<file path="config.mk">
export PLATFORM = sky130hd
export DESIGN_NAME = prog_tick_comparator
export DESIGN_NICKNAME = d
export VERILOG_FILES = /design/src/rtl/prog_tick_pkg.sv /design/src/rtl/prog_tick_comparator_match_channel.sv /design/src/rtl/prog_tick_comparator.sv
export SDC_FILE = /design/constraint.sdc
export NUM_CORES = 1
export LEC_CHECK = 0
export BUFFER_PORTS_ARGS = -buffer_cell sky130_fd_sc_hd__buf_2
export CORE_AREA = 4 4 104 126
export DETAILED_ROUTE_END_ITERATION = 10
export DIE_AREA = 0 0 108 130
export PLACE_DENSITY_LB_ADDON = 0.15
export SYNTH_ARGS = -nofsm -noshare
export SYNTH_HDL_FRONTEND = slang
export SYNTH_SLANG_ARGS = --single-unit
export TNS_END_PERCENT = 100
</file>
<file path="constraint.sdc">
create_clock -name CLK -period 4 [get_ports CLK]
set_clock_uncertainty 0.05 [all_clocks]
set_input_delay 0.4 -clock CLK [delete_from_list [all_inputs] [get_ports CLK]]
set_output_delay 0.4 -clock CLK [all_outputs]
set_load 0.02 [all_outputs]
</file>
<file path="src/rtl/prog_tick_pkg.sv">
// Shared constants and the config FSM state type for the programmable tick comparator.
package prog_tick_pkg;

    localparam int SEL_TERM         = 0;
    localparam int SEL_CH_BASE      = 1;
    localparam int TERM_RST_DEFAULT = 99999;

    typedef enum logic [1:0] {
        IDLE_READY,
        PENDING,
        APPLY
    } cfg_state_t;

endpackage

</file>
<file path="src/rtl/prog_tick_comparator_match_channel.sv">
// One match channel: a loadable threshold and a registered equality compare against the counter.
module match_channel
    import prog_tick_pkg::*;
#(
    parameter int WIDTH    = 17,
    parameter int TERM_RST = TERM_RST_DEFAULT
) (
    input  logic             CLK,
    input  logic             RST,
    input  logic             active,
    input  logic [WIDTH-1:0] count,
    input  logic             load,
    input  logic [WIDTH-1:0] data,
    output logic             match
);

    localparam logic [WIDTH-1:0] THR_INIT = WIDTH'(TERM_RST - 1);

    logic [WIDTH-1:0] thr;
    logic             match_p1;

    // Compare sees the old threshold on a load edge; the new one governs the next period.
    always_ff @(posedge CLK or negedge RST) begin
        if (!RST) begin
            thr      <= THR_INIT;
            match_p1 <= 1'b0;
        end else begin
            if (load) begin
                thr <= data;
            end
            match_p1 <= active && (count == thr);
        end
    end

    assign match = match_p1;

endmodule

</file>
<file path="src/rtl/prog_tick_comparator.sv">
// Prescale counter with programmable terminal count, NCH match channels, one-shot mode
// and a shadowed config port that only updates at period boundaries or while idle.
module prog_tick_comparator
    import prog_tick_pkg::*;
#(
    parameter int WIDTH    = 17,
    parameter int NCH      = 2,
    parameter int TERM_RST = TERM_RST_DEFAULT,
    parameter int SELW     = 3
) (
    input  logic             CLK,
    input  logic             RST,
    input  logic             EN,
    input  logic             CLR,
    input  logic             ONESHOT,
    input  logic             CFG_VALID,
    output logic             CFG_READY,
    input  logic [SELW-1:0]  CFG_SEL,
    input  logic [WIDTH-1:0] CFG_DATA,
    output logic             TICK,
    output logic [NCH-1:0]   MATCH,
    output logic [WIDTH-1:0] COUNT,
    output logic             DONE
);

    localparam logic [SELW-1:0] SEL_MAX = SELW'(NCH);

    logic [WIDTH-1:0] count_q;
    logic [WIDTH-1:0] term_q;
    logic [WIDTH-1:0] pend_data;
    logic [SELW-1:0]  pend_sel;
    logic             done_q;
    logic             en_q;
    logic             tick_p1;
    logic             ready_q;
    cfg_state_t       state;

    logic             active;
    logic             wrap;
    logic             idle;
    logic             apply;
    logic             apply_term;
    logic [NCH-1:0]   thr_load;

    assign active     = EN & ~done_q & ~CLR;
    assign wrap       = active & (count_q == term_q);
    assign idle       = ~EN | done_q;
    assign apply      = (state == PENDING) & (CLR | idle | wrap);
    assign apply_term = apply & (pend_sel == SELW'(SEL_TERM));

    // Counter, one-shot completion and period tick
    always_ff @(posedge CLK or negedge RST) begin
        if (!RST) begin
            count_q <= '0;
            term_q  <= WIDTH'(TERM_RST);
            done_q  <= 1'b0;
            en_q    <= 1'b0;
            tick_p1 <= 1'b0;
        end else begin
            en_q    <= EN;
            tick_p1 <= wrap;
            if (apply_term) begin
                term_q <= pend_data;
            end
            if (CLR) begin
                count_q <= '0;
                done_q  <= 1'b0;
            end else if (active) begin
                if (wrap) begin
                    count_q <= '0;
                    if (ONESHOT) begin
                        done_q <= 1'b1;
                    end
                end else begin
                    count_q <= count_q + WIDTH'(1);
                end
            end else begin
                // A shrinking terminal count must never leave COUNT above it.
                if (apply_term && (count_q > pend_data)) begin
                    count_q <= '0;
                end
                if (done_q && EN && !en_q) begin
                    done_q <= 1'b0;
                end
            end
        end
    end

    // Config handshake: capture, wait for a safe apply point, then reopen
    always_ff @(posedge CLK or negedge RST) begin
        if (!RST) begin
            state     <= IDLE_READY;
            ready_q   <= 1'b1;
            pend_sel  <= '0;
            pend_data <= '0;
        end else begin
            case (state)
                IDLE_READY: begin
                    if (CFG_VALID) begin
                        pend_sel  <= CFG_SEL;
                        pend_data <= CFG_DATA;
                        ready_q   <= 1'b0;
                        state     <= (CFG_SEL > SEL_MAX) ? APPLY : PENDING;
                    end
                end
                PENDING: begin
                    if (apply) begin
                        state <= APPLY;
                    end
                end
                APPLY: begin
                    ready_q <= 1'b1;
                    state   <= IDLE_READY;
                end
                default: begin
                    state <= IDLE_READY;
                end
            endcase
        end
    end

    for (genvar i = 0; i < NCH; i++) begin : g_ch
        assign thr_load[i] = apply & (pend_sel == SELW'(SEL_CH_BASE + i));

        match_channel #(
            .WIDTH    (WIDTH),
            .TERM_RST (TERM_RST)
        ) u_ch (
            .CLK    (CLK),
            .RST    (RST),
            .active (active),
            .count  (count_q),
            .load   (thr_load[i]),
            .data   (pend_data),
            .match  (MATCH[i])
        );
    end

    assign TICK      = tick_p1;
    assign COUNT     = count_q;
    assign DONE      = done_q;
    assign CFG_READY = ready_q;

endmodule

</file>
* Word level (Yosys, flattened, before mapping)
Cells that the tools add are included.
** Storage, ports and cells
- Register bits after elaboration :: 96
- Word-level logic and storage cells :: 70
** Operators by class
- $add $sub $neg :: 1
- Order comparisons :: 2
- Eq/ne operators :: 11
- Multiplexer cells :: 15
- Bitwise operators :: 13
- Reduce and logical (&&, ||, !) cells :: 15
** Operators by type and width (count)
- two-way mux 17 bit :: 4
- == test 17 bit :: 3
- adder 17 x 1 -> 17 bit (second input constant) :: 1
- > comparator 17 bit :: 1
- AND 1 bit :: 7
- two-way mux 1 bit :: 6
- two-way mux 2 bit :: 3
- AND reduction 2 bit :: 3
- nonzero test 3 bit :: 2
- logical AND 1 bit :: 5
- inequality test 2 bit (second input constant) :: 2
- case mux 2 bit (2 select lines) :: 1
- == test 3 x 1 -> 1 bit (second input constant) :: 1
- == test 3 x 2 -> 1 bit (second input constant) :: 1
- > comparator 3 x 2 -> 1 bit (second input constant) :: 1
- logical NOT 3 bit :: 1
- inequality test 3 x 2 -> 1 bit (second input constant) :: 1
- inequality test 3 bit (second input constant) :: 1
- NOT 1 bit :: 3
- bitwise OR 1 bit :: 3
- AND reduction 3 bit :: 1
- == test 2 x 1 -> 1 bit (second input constant) :: 1
- == test 2 bit (second input constant) :: 1
- logical NOT 2 bit :: 1
- other kinds (3) :: 3

* Longest topological paths before layout
- Depth in word-level cells :: 11
- Depth in mapped cells :: 9
- Mapped depth without buffers :: 8

* By module
A second synthesis with hierarchy kept.
** Second synthesis, totals
- Cells, all modules :: 427
- Area, all modules :: 4939.7 um^2
** By module, submodules not included
- prog_tick_comparator :: times used 1, cells each 307, area each 3225.6 um^2, sequential area each 1515.2 um^2
- match_channel :: times used 2, cells each 60, area each 857.1 um^2, sequential area each 461.7 um^2

* Worst setup path after synthesis
OpenSTA, ideal clock, no wires.
- Kind :: register to register
- Start :: reg count_q[1], in the netlist COUNT[1]
- End :: reg g_ch[0].u_ch.thr[11]
- Library setup time :: 0.125 ns
- Arrival time :: 2.156 ns
- Required time :: 3.825 ns
- Path slack :: 1.669 ns
- Cell stages (with the launch flop) :: 10
- Cell sequence :: dfrtp_1 > buf_2 > xnor2_2 > nand3_2 > nor3_4 > a21oi_2 > nor4bb_4 > buf_6 > buf_12 > mux2_4
** Between the ends
- Longest elaborated chain between the ends :: 5
** Ends and longest elaborated chain
- start, declared :: RTL line prog_tick_comparator.sv:28 : logic [WIDTH-1:0] count_q;
- start signal, assigned :: RTL line prog_tick_comparator.sv:75 : count_q <= count_q + WIDTH'(1);
- == test 17 bit :: RTL line prog_tick_comparator.sv:46 : assign wrap = active & (count_q == term_q);
- AND 1 bit :: RTL line prog_tick_comparator.sv:46
- bitwise OR 1 bit :: RTL line prog_tick_comparator.sv:48 : assign apply = (state == PENDING) & (CLR | idle | wrap);
- AND 1 bit :: RTL line prog_tick_comparator.sv:48
- AND 1 bit :: RTL line prog_tick_comparator.sv:123 : assign thr_load[i] = apply & (pend_sel == SELW'(SEL_CH_BASE + i));
- end signal, assigned :: RTL line prog_tick_comparator_match_channel.sv:29 : thr <= data;
- end, declared :: RTL line prog_tick_comparator_match_channel.sv:19 : logic [WIDTH-1:0] thr;
Every way passes these cells.
A chain may end at the register's enable or synchronous reset.

* Worst setup path in the final report
- Start :: reg count_q[0], in the netlist COUNT[0]
- End :: reg g_ch[0].u_ch.thr[5]
The elaborated chain is that of the path after synthesis.

==> impl_metrics.py <==
metrics = {
    "floorplanning": {
        "start_util_pct": 43.0,
        "rows": 44,
        "pin_count": 48,
        "die_area_sq_um": 14000,
        "core_sq_um": 11900,
        "die_h_um": 130,
        "fp.dieW_um": 108,
    },
    "drt": {
        "drt_iter0_drc": 159,
        "totalWireLength_um": 11900,
        "wl_per_cell_um": 17.4,
        "vias": 3488,
        "viasPerCell": 5.13,
        "drt_pass1_iterations": 4,
        "antenna_left": 0,
        "drc": 0,
    },
    "synthesis": {
        "yosysTopAreaCellShare_pct": 32.7,
        "synth_area_per_cell_sq_um": 10.7,
        "synth_area_leader_cell": "dfrtp_1",
        "seq_area_frac_synth_pct": 47.5,
        "synth-main-ff-cell": "dfrtp_1",
        "synth-seq-cells": 96,
        "syn-num-nets": 524,
        "syn_area_sq_um": 5130,
        "ys_top_cells_by_area": "dfrtp_1, dfstp_2, o21ai_0",
        "synth_cells": 480,
        "synth.distinct_cells": 45,
        "async_reset_ff_share_pct": 100,
        "ys_warn_count": 0,
        "yosys-top-cells-count": "dfrtp_1, o21ai_0, nand2_1",
        "synth_edf_count": 0,
        "yosysMostFrequentCell": "dfrtp_1",
    },
    "clock_network": {
        "root_buffer": "clkbuf_16",
        "cts_buffer_depth": 2,
        "cts_tree": "yes",
        "htreeDepth": 3,
        "cts.repair.resized": 0,
        "ctsHoldBuffers": 0,
        "cts_buffers": 9,
        "clkSlewWorstSetupHoldPaths_ns": 0.07,
        "cts.sinks": 96,
        "cts_setup_buffers": 0,
        "clkLatencyLatePin_ns": 0.35,
    },
    "timing": {
        "period_share_pct": 66.0,
        "setup_tns_ns": 0,
        "slew_violations": 0,
        "period_minus_slack_ns": 2.64,
        "hold_viol": 0,
        "rsz0062_at_grt": "no",
        "setup_viol": 0,
        "slew_headroom_pct": 42.9,
        "max_freq_mhz": 379,
        "layout_setup_ws_ns": 1.36,
        "worst_pin_slew_ns": 0.856,
    },
    "layout": {
        "fillCellCount": 1166,
        "drive_gt1_share_pct": 27.4,
        "diodes": 0,
        "syn_to_final_growth_pct": 11.4,
        "nets": 558,
    },
    "worst_setup_path": {
        "cp-start-kind": "flip-flop",
        "critPathMaxFanout": 14,
        "cpMaxStageDelayCell": "dfrtp_1",
        "slowest_delay_ns": 0.53,
        "regToRegStartpoint": "COUNT[0]",
        "cp.required_ns": 4.18,
        "worst_setup_path_end_kind": "flip-flop",
        "cp.arrival_ns": 2.82,
        "path_delay_family": "simple AND/OR/NAND/NOR gates",
        "critPathKind": "reg2reg",
        "critical_path_buf_inv_count": 1,
        "r2r_cells": 7,
        "worstReg2RegEnd": "g_ch[0].u_ch.thr[5]",
        "crit_chain": "xnor2_1, nand4_1, nor3_4, a21oi_2, nor4bb_4, buf_4, mux2_2",
        "reg2reg_slack_ns": 1.36,
    },
    "global_routing": {
        "grtUsageMet2_pct": 29.5,
        "antenna_found_initial": 0,
        "grt_pass1_vias": 3589,
        "overflow": 0,
        "top_usage_layer": "met2",
        "grt_util_met1_pct": 24.2,
        "grt_max_degree": 69,
        "grt_usage_pct": 18.5,
        "grt_pass1_wl_um": 19500,
        "gr-usage-met3_pct": 3.71,
    },
    "worst_hold_path": {
        "hold_class": "in2async",
    },
    "power": {
        "peakVddDrop_mv": 0.338,
        "totalPowerFinal_w": 0.00325,
        "cellPowerDensity_nw_per_um2": 567,
        "leakagePower_nw": 2.66,
    },
    "placed_design": {
        "place_ws_ns": 1.35,
        "gp_congestion": 0.878,
        "place_hpwl_um": 8800,
        "io_buffers": 47,
    },
    "status": {
        "outcome": "complete, no violations",
    },
    "run": {
        "cap_violations": 0,
    },
}
==> logic make-up (layout without fill, tap and decap cells) <==
group,count (synthesis),count (layout),share of synthesized area [%]
compound gates,85,85,9.36
xor+xnor,56,56,10.6
fa+ha+maj,18,18,4.39
buf+inv,68,107,6.75
flops,96,96,47.5
mux,40,40,9.48
simple gates,117,117,11.9
==> worst reg2reg max path, cell delays in order, from the launching register on <==
cell,delay (ns)
dfrtp_1,0.53
xnor2_1,0.30
nand4_1,0.19
nor3_4,0.23
a21oi_2,0.26
nor4bb_4,0.34
buf_4,0.26
mux2_2,0.37
==> power breakdown <==
part	leakage (nW)	internal, W	switching, W
registers	1.18	0.00130	0.000214
clock network	0.146	0.000518	0.000360
logic	1.33	0.000397	0.000452
total	2.66	0.00222	0.00103
==> registers in the layout (all words and copies together), names as in the netlist, 2 cells and up <==
name and count:
pend_data 17, g_ch.u_ch.match 2, g_ch.u_ch.thr 34, pend_sel 3, COUNT 17, state 2
term_q 17
==> per-layer routing <==
layer / wire, um / vias to the layer above / part of all wire, %
met3: 498 / 19 / 4.2
met4: 301 / 0 / 2.5
li1: - / 1695 / -
met2: 5730 / 74 / 48
met1: 5330 / 1700 / 45
met5: 0 / - / 0
==> final cells by class <==
| type | count | area [sq um] | share of cell area (%) |
|---|---|---|---|
| Sequential cell | 96 | 2440 | 42.6 |
| Multi-Input combinational cell | 316 | 2350 | 41.1 |
| Timing Repair Buffer | 53 | 283 | 4.94 |
| Clock buffer | 13 | 260 | 4.55 |
| Tap cell | 161 | 201 | 3.52 |
| Inverter | 38 | 143 | 2.49 |
| Clock inverter | 3 | 42.5 | 0.744 |
==> stage by stage <==
step                util [%]  cell area [sq um]  hold slack (ns)  instances
finish                  47.9               5720            0.115        680
global placement        45.3               5420            0.416        664
global route            47.9               5720            0.118        680
detailed placement      45.3               5420            0.413        664
CTS                     47.9               5720            0.116        680
floorplan                  -               5130           0.0544        480
==> cells in the final DEF (no fill, tap or decap), types with 3 or more instances in the layout <==
master / instances
nand3_1: 7
xor2_1: 28
nand2_1: 45
nand4_1: 12
o21ai_1: 4
nor4_1: 10
mux2_1: 10
nand2b_1: 3
nor2b_1: 3
buf_4: 7
xnor2_1: 21
buf_2: 46
dfrtp_1: 67
ha_1: 18
nor3_1: 9
inv_1: 38
and3_1: 3
mux2_2: 19
mux2_4: 10
a21oi_1: 10
clkbuf_16: 9
o21ai_0: 55
dfstp_2: 29
nor2_1: 15
xnor2_2: 7
o22ai_1: 5
==> how the worst max path moves through the flow <==
stage               cells after the start      from                   end  slack (ns)
finish                                  7  COUNT[0]   g_ch[0].u_ch.thr[5]        1.36
global route                            7  COUNT[7]              COUNT[1]        1.19
floorplan                               9  COUNT[1]  g_ch[0].u_ch.thr[11]        1.67
CTS                                     7  COUNT[6]   g_ch[0].u_ch.thr[5]        1.33
global placement                        7  COUNT[6]   g_ch[0].u_ch.thr[6]        1.36
detailed placement                      7  COUNT[6]   g_ch[0].u_ch.thr[5]        1.35
No activity file was read; power rests on OpenSTA's default activity.
